--- src/rtl/serial_addsub_ctrl_pkg.sv ---
// Shared encodings and the signed-overflow rule for the bit-serial add/subtract sequencer.
package serial_addsub_ctrl_pkg;

    typedef enum logic [1:0] {
        ST_IDLE = 2'd0,
        ST_RUN  = 2'd1,
        ST_DONE = 2'd2
    } state_t;

    typedef enum logic {
        OP_ADD = 1'b0,
        OP_SUB = 1'b1
    } op_t;

    // Overflow from the operand sign bits and the result sign bit.
    function automatic logic ovf_calc(input op_t op, input logic a_msb,
                                      input logic b_msb, input logic r_msb);
        if (op == OP_ADD)
            return (a_msb == b_msb) && (r_msb != a_msb);
        else
            return (a_msb != b_msb) && (r_msb != a_msb);
    endfunction

endpackage

--- src/rtl/fulladder.sv ---
// One-bit full adder cell.
module fulladder (
    input  logic a,
    input  logic b,
    input  logic cin,
    output logic sum,
    output logic carry
);
    assign sum   = a ^ b ^ cin;
    assign carry = (a & b) | (cin & (a ^ b));
endmodule

--- src/rtl/fullsub.sv ---
// One-bit full subtractor cell (a - b - bin).
module fullsub (
    input  logic a,
    input  logic b,
    input  logic bin,
    output logic diff,
    output logic borrow
);
    assign diff   = a ^ b ^ bin;
    assign borrow = (~a & b) | (bin & ~(a ^ b));
endmodule

--- src/rtl/serial_bit_cell.sv ---
// Shared 1-bit arithmetic slice: adder and subtractor outputs muxed by op.
module serial_bit_cell
    import serial_addsub_ctrl_pkg::*;
(
    input  logic a,
    input  logic b,
    input  logic cin,
    input  logic op,
    output logic r,
    output logic cout
);
    logic sum, carry, diff, borrow;

    fulladder u_add (.a(a), .b(b), .cin(cin), .sum(sum), .carry(carry));
    fullsub   u_sub (.a(a), .b(b), .bin(cin), .diff(diff), .borrow(borrow));

    assign r    = (op == OP_SUB) ? diff   : sum;
    assign cout = (op == OP_SUB) ? borrow : carry;
endmodule

--- src/rtl/serial_addsub_ctrl.sv ---
// Bit-serial add/subtract sequencer: one bit per clock, LSB first, through a shared cell.
//   state   | meaning
//   IDLE    | ready for start; operands captured on accept
//   RUN     | one bit per edge, counter = bit index
//   DONE    | single-cycle done pulse, outputs valid
module serial_addsub_ctrl
    import serial_addsub_ctrl_pkg::*;
#(
    parameter int WIDTH = 8
) (
    input  logic             clk,
    input  logic             rst,
    input  logic             start,
    input  logic             op,
    input  logic [WIDTH-1:0] A,
    input  logic [WIDTH-1:0] B,
    output logic             ready,
    output logic             busy,
    output logic             done,
    output logic [WIDTH-1:0] Result,
    output logic             Cout,
    output logic             Ovf
);
    localparam int CW = $clog2(WIDTH);
    localparam logic [CW-1:0] CNT_LAST = CW'(WIDTH - 1);

    state_t           state_q, state_d;
    logic [CW-1:0]    cnt_q, cnt_d;
    logic [WIDTH-1:0] a_q, a_d, b_q, b_d, sr_q, sr_d, result_q, result_d;
    op_t              op_q, op_d;
    logic             c_q, c_d, cout_q, cout_d, ovf_q, ovf_d;
    logic             ready_q, ready_d, busy_q, busy_d, done_q, done_d;
    logic             bit_r, bit_c;

    // Operands shift right, so the current bit is always at position 0.
    serial_bit_cell u_cell (
        .a    (a_q[0]),
        .b    (b_q[0]),
        .cin  (c_q),
        .op   (op_q),
        .r    (bit_r),
        .cout (bit_c)
    );

    always_comb begin
        state_d  = state_q;
        cnt_d    = cnt_q;
        a_d      = a_q;
        b_d      = b_q;
        op_d     = op_q;
        c_d      = c_q;
        sr_d     = sr_q;
        result_d = result_q;
        cout_d   = cout_q;
        ovf_d    = ovf_q;
        case (state_q)
            ST_IDLE: begin
                if (start) begin
                    a_d     = A;
                    b_d     = B;
                    op_d    = op_t'(op);
                    c_d     = 1'b0;
                    cnt_d   = '0;
                    state_d = ST_RUN;
                end
            end
            ST_RUN: begin
                c_d  = bit_c;
                sr_d = {bit_r, sr_q[WIDTH-1:1]};
                a_d  = a_q >> 1;
                b_d  = b_q >> 1;
                if (cnt_q == CNT_LAST) begin
                    state_d  = ST_DONE;
                    result_d = {bit_r, sr_q[WIDTH-1:1]};
                    cout_d   = bit_c;
                    ovf_d    = ovf_calc(op_q, a_q[0], b_q[0], bit_r);
                end else begin
                    cnt_d = cnt_q + CW'(1);
                end
            end
            ST_DONE: state_d = ST_IDLE;
            default: state_d = ST_IDLE;
        endcase
        ready_d = (state_d == ST_IDLE);
        busy_d  = (state_d == ST_RUN);
        done_d  = (state_d == ST_DONE);
    end

    always_ff @(posedge clk) begin
        if (rst) begin
            state_q  <= ST_IDLE;
            cnt_q    <= '0;
            a_q      <= '0;
            b_q      <= '0;
            op_q     <= OP_ADD;
            c_q      <= 1'b0;
            sr_q     <= '0;
            result_q <= '0;
            cout_q   <= 1'b0;
            ovf_q    <= 1'b0;
            ready_q  <= 1'b1;
            busy_q   <= 1'b0;
            done_q   <= 1'b0;
        end else begin
            state_q  <= state_d;
            cnt_q    <= cnt_d;
            a_q      <= a_d;
            b_q      <= b_d;
            op_q     <= op_d;
            c_q      <= c_d;
            sr_q     <= sr_d;
            result_q <= result_d;
            cout_q   <= cout_d;
            ovf_q    <= ovf_d;
            ready_q  <= ready_d;
            busy_q   <= busy_d;
            done_q   <= done_d;
        end
    end

    assign ready  = ready_q;
    assign busy   = busy_q;
    assign done   = done_q;
    assign Result = result_q;
    assign Cout   = cout_q;
    assign Ovf    = ovf_q;
endmodule
--- config.mk ---
export PLATFORM = sky130hd
export DESIGN_NAME = serial_addsub_ctrl
export DESIGN_NICKNAME = d
export VERILOG_FILES = /design/src/rtl/serial_addsub_ctrl_pkg.sv /design/src/rtl/fulladder.sv /design/src/rtl/fullsub.sv /design/src/rtl/serial_bit_cell.sv /design/src/rtl/serial_addsub_ctrl.sv
export SDC_FILE = /design/constraint.sdc
export NUM_CORES = 1
export LEC_CHECK = 0
export ABC_AREA = 1
export CAP_MARGIN = 20
export CORE_ASPECT_RATIO = 1.25
export CORE_MARGIN = 4
export CORE_UTILIZATION = 40
export CTS_CLUSTER_SIZE = 30
export DETAILED_ROUTE_END_ITERATION = 8
export PLACE_DENSITY = 0.73
export SYNTH_ARGS = -nofsm -noshare
export SYNTH_HDL_FRONTEND = slang
export SYNTH_SLANG_ARGS = --single-unit
--- constraint.sdc ---
create_clock -name clk -period 1.9 [get_ports clk]
set_clock_uncertainty 0.2 [all_clocks]
set_input_delay 0.38 -clock clk [delete_from_list [all_inputs] [get_ports clk]]
set_output_delay 0.38 -clock clk [all_outputs]
set_load 0.1 [all_outputs]
==> out/results.txt, run 1 <==
Root Driver -> clkbuf_8
post-synthesis average cell area -> 7.32 sq um
DP Worst Slack -> -0.00832 ns
clk slew on worst S/H paths -> 0.08 ns
n_diodes -> 0
core area -> 4430 sq um
area of placed instances -> 2410 sq um
Avg WL per Cell -> 10.9 um
Die ar. -> 5790 sq um
CP Max Fanout -> 3
post-synth top area cell -> dfxtp_1
largest net degree at the start of global routing -> 26
GRT Util Overall -> 0.151
area of the mapped netlist -> 1850 sq um
register area share after synthesis -> 0.465
Peak VDD IR -> 440 uV
first-pass GRT wire length -> 6760 um
Stages on worst setup path -> 7
Worst R2R End -> Ovf
Setup WS post-layout -> 0.261 ns
CTS Hold Bufs -> 0
top_reg_cell synth -> dfxtp_1
Fin. Hold Viols -> 0
Die W -> 68.9 um
via count -> 1661
setup TNS -> 0 ns
fin crit period -> 1.64 ns
Detailed Route Iter0 Violations -> 34
Final Max Slew Viols -> 0
grt total ovfl -> 0
maxcap violations -> 0
chip height -> 84.1 um
worst reg-to-reg setup slack -> 0.26 ns
pwr dens -> 753 nW/um^2
Filler cells -> 418
vias in the first global route -> 1617
Ys Warns -> 0
ys async rst share -> 0
leakage -> 1.13 nW
EDFF count, synth -> 0
Clock Latency Late Sink -> 0.29 ns
Slew Limit Headroom -> 0.785
r2r worst-path depth -> 7
Starting Density -> 0.418
count leader, synth -> nand2_1
delay-heaviest family, CP -> adder cells
CTS Sinks -> 43
post-route cell area -> 2510 sq um
Post-CTS Resized -> 0
Commonest cells post-synth -> nand2_1, dfxtp_1, nor2_1
RSZ-0062 raised after global routing -> false
Tot Pwr -> 1.89 mW
Hold WC Path Type -> flip-flop to flip-flop
placed insts -> 344
DP HPWL -> 2850 um
Worst setup EP type -> flip-flop
Post-Layout Cell Count -> 352
fin util -> 0.568
worst-margin pin slew -> 0.322 ns
Antenna Nets Post-Route -> 0
Crit Path Class -> flip-flop to flip-flop
number of primary I/O pins -> 33
Critical Path Source -> b_q[0]
CTS tree -> yes
synth top area cells -> dfxtp_1, nand2_1, nor2_1
maximum buffer depth of the clock tree -> 2
layout cells sized above 1 -> 0.129
Tcrit/Tclk final -> 0.863
fin nets -> 318
count of standard-cell rows -> 27
Achievable Freq -> 0.610 GHz
worst hold slack -> 0.269 ns
Total Wirelength -> 3850 um
Port-buffer cells -> 32
Unique masters post-synth -> 19
critical-path cell list -> inv_1 > fa_1 > inv_1 > nand2_1 > nand2_1 > nand3_1 > a21oi_1
postcts setup bufs -> 0
Syn Inst Count -> 253
Placer Congestion -> 0.786
crit path to -> Ovf
CTS Buf Count -> 5
#FFs+latches synth -> 43
setup violators final -> 0
CP Buf/Inv Count -> 2
top-area cell type share of the netlist area -> 0.465
area delta synth->final -> 35.8%
DR vias/cell -> 4.72
Slowest-stage cell, CP -> fa_1
slowest stage delay, CP -> 0.56 ns
CP required -> 1.89 ns
DR DRC count -> 0
crit path launch type -> flip-flop
syn nets -> 278
status -> finished, final reports clean
Detailed Routing Iterations Pass 1 -> 4
initial antenna violation count -> 0
Worst EP arrival -> 1.63 ns
worst r2r src -> b_q[0]
H-Tree Depth -> 2
==> cell usage in the layout (no fill, tap or decap), drive strengths merged <==
| master | n |
|---|---|
| buf | 24 |
| clkbuf | 7 |
| ha | 3 |
| nor2 | 39 |
| fa | 2 |
| inv | 36 |
| clkdlybuf4s50 | 19 |
| clkinvlp | 1 |
| nand2 | 55 |
| dfxtp | 43 |
| nand3 | 7 |
| a21boi | 14 |
| o21ai | 30 |
| a21oi | 11 |
| a211oi | 3 |
==> worst register-to-register path: cells and delay by family (launching register included) <==
kind / cells / cell delay [ns]
AO/OA/AOI/OAI: 1 / 0.06
AND/OR/NAND/NOR: 3 / 0.19
buffers and inverters: 2 / 0.16
adder cells (fa/ha/maj): 1 / 0.56
flip-flops: 1 / 0.37
==> report_power, final <==
group          switching, mW  internal, mW
combinational          0.154         0.122
clock                  0.308         0.331
sequential            0.0282         0.950
total                  0.490          1.40
==> state kept, by name (all words and copies together), names as in the netlist <==
| signal | flops |
|---|---|
| Cout | 1 |
| Ovf | 1 |
| Result | 8 |
| a_q | 8 |
| b_q | 8 |
| busy | 1 |
| c_q | 1 |
| cnt_q | 3 |
| done | 1 |
| op_q | 1 |
| ready | 1 |
| sr_q | 7 |
| state_q | 2 |
==> worst min-delay path by stage <==
stage               cells past startpoint  startpoint       end  slack [ns]
floorplan                               1    cnt_q[0]  cnt_q[0]        0.23
global placement                        1    cnt_q[0]  cnt_q[0]        0.25
detailed placement                      1    cnt_q[0]  cnt_q[0]        0.26
CTS                                     2         c_q       c_q        0.27
global route                            2      b_q[7]    b_q[7]        0.30
finish                                  2         c_q       c_q        0.27
==> kinds of logic after synthesis <==
family / count (synthesis) / share of synthesized area
and+or+nand+nor: 101 / 0.214
AOI/OAI and AO/OA: 58 / 0.182
DFF: 43 / 0.465
buffers and inverters: 46 / 0.0980
adders and majority gates: 5 / 0.0419
==> layout make-up <==
type | instances | area, sq um | area share
clock inverters | 1 | 7.51 | 0.00299
clock buffers | 7 | 96.3 | 0.0383
inverters | 36 | 135 | 0.0537
flip-flops and latches | 43 | 861 | 0.342
repair buffers | 43 | 533 | 0.212
multi-input cells | 164 | 810 | 0.322
well taps | 58 | 72.6 | 0.0289
==> per-layer routing <==
metal  track usage  vias up  share of wire
met5             0        -              0
met4        0.0550        0          0.017
met3        0.0404        7          0.041
met2         0.272       32           0.52
met1         0.162      754           0.42
li1              -      868              -
(Power assumes the default switching activity.)
==> run 2, diff against run 1 <==
- CORE_UTILIZATION: 40 -> 45
- PLACE_DENSITY: 0.73 -> 0.8
==> run 2 against run 1 <==
Non-clock buffer count down 2. Combinational power up 4%. Global-route usage up 1.3 points. Critical endpoint is now c_q. Largest cell class unchanged. Largest power group unchanged. Highest routed layer unchanged.
==> out/results.txt, run 2 (synthesis results as in run 1) <==
worst r2r src -> b_q[0]
Fin. Hold Viols -> 0
initial antenna violation count -> 0
Antenna Nets Post-Route -> 0
maximum buffer depth of the clock tree -> 2
setup violators final -> 0
n_diodes -> 0
DR DRC count -> 0
fin util -> 0.658
RSZ-0062 raised after global routing -> false
clk slew on worst S/H paths -> 0.08 ns
Slew Limit Headroom -> 0.794
via count -> 1682
DP HPWL -> 2810 um
Hold Path End -> c_q
GRT Util Overall -> 0.165
Die ar. -> 5210 sq um
number of primary I/O pins -> 33
WHS Path Cells -> 2
status -> finished, final reports clean
Placer Congestion -> 0.786
leakage -> 1.14 nW
Critical Path Source -> b_q[0]
worst reg-to-reg setup slack -> 0.22 ns
layout cells sized above 1 -> 0.123
pwr dens -> 786 nW/um^2
Total Wirelength -> 3900 um
Tot Pwr -> 2.00 mW
Starting Density -> 0.477
fin crit period -> 1.68 ns
crit path launch type -> flip-flop
Worst setup EP type -> flip-flop
worst hold start -> c_q
Hold WC Path Type -> flip-flop to flip-flop
vias in the first global route -> 1509
H-Tree Depth -> 2
CP required -> 1.93 ns
CTS Sinks -> 43
most frequent cells in the layout -> nand2_1, dfxtp_1, nor2_1
first-pass GRT wire length -> 6630 um
most common cell after layout, fill and taps aside -> nand2_1
DR vias/cell -> 4.86
core area -> 3880 sq um
register area -> 861 sq um
grt total ovfl -> 0
largest net degree at the start of global routing -> 20
Crit Path Class -> flip-flop to flip-flop
chip height -> 79.7 um
Clock Latency Late Sink -> 0.30 ns
Port-buffer cells -> 32
setup TNS -> 0 ns
CTS tree -> yes
Worst R2R End -> c_q
CTS Buf Count -> 5
Worst EP arrival -> 1.70 ns
Peak VDD IR -> 376 uV
worst-margin pin slew -> 0.305 ns
Detailed Routing Iterations Pass 1 -> 4
area delta synth->final -> 37.8%
Final Max Slew Viols -> 0
Detailed Route Iter0 Violations -> 51
r2r worst-path depth -> 5
maxcap violations -> 0
Die W -> 65.4 um
multi-input logic area -> 815 sq um
fin nets -> 316
Filler cells -> 336
Achievable Freq -> 0.597 GHz
count of standard-cell rows -> 25
Tcrit/Tclk final -> 0.882
Root Driver -> clkbuf_8
Avg WL per Cell -> 11.3 um
CP Max Fanout -> 3
run 2: cell types whose count changed in the layout (fill, tap and decap cells not counted), sizes merged:
cell,before,now
clkbuf,7,6
buf,24,22
bufinv,0,1
clkinvlp,1,0
clkinv,0,1
run 2: timing repair:
| action | 4_1_cts | 5_1_grt |
|---|---|---|
| endpoints found under the setup margin | 0 | 1 |
| gates resized for setup | 0 | 1 |
| buffers inserted | 0 | 0 |
| hold buffers | 0 | 0 |
run 2: metrics by stage:
step / area (sq um) / hold slack [ns] / std cells / setup slack, ns
global placement: 2430 / 0.248 / 338 / 0.0696
CTS: 2550 / 0.280 / 346 / 0.159
finish: 2550 / 0.276 / 346 / 0.224
global route: 2550 / 0.304 / 346 / 0.0866
detailed placement: 2430 / 0.260 / 338 / 0.0467
floorplan: 1850 / 0.231 / 253 / 0.376
run 2: power breakdown:
part / switching, mW / total, mW / internal (mW) / leakage (nW)
combinational: 0.156 / 0.287 / 0.131 / 0.730
sequential: 0.0302 / 0.980 / 0.950 / 0.353
clock: 0.312 / 0.737 / 0.425 / 0.0612
run 2: critical path, cell delays in order, from the launching register on:
cell and delay (ns):
dfxtp_1 0.37, inv_1 0.10, fa_1 0.39, o21ai_0 0.29
nand2_1 0.09, a21oi_1 0.16
run 2: worst max-delay path by stage:
stage               cells past startpoint         to
floorplan                               7        Ovf
detailed placement                      7     a_q[6]
global route                            5        c_q
CTS                                     6  Result[1]
finish                                  5        c_q
global placement                        7     b_q[6]
run 2: final cells by class:
cell class              count  area share
well taps                  54      0.0265
multi-input cells         164       0.319
clock buffers               6      0.0324
clock inverters             2      0.0137
flip-flops and latches     43       0.337
repair buffers             41       0.218
inverters                  36      0.0530
run 2: per-layer routing:
metal / up-vias / share of wire / track usage / routed length, um
met3: 14 / 0.051 / 0.0437 / 197
met5: - / 0 / 0 / 0
met1: 757 / 0.41 / 0.174 / 1600
met2: 47 / 0.51 / 0.295 / 1990
li1: 864 / - / - / -
met4: 0 / 0.029 / 0.0830 / 114
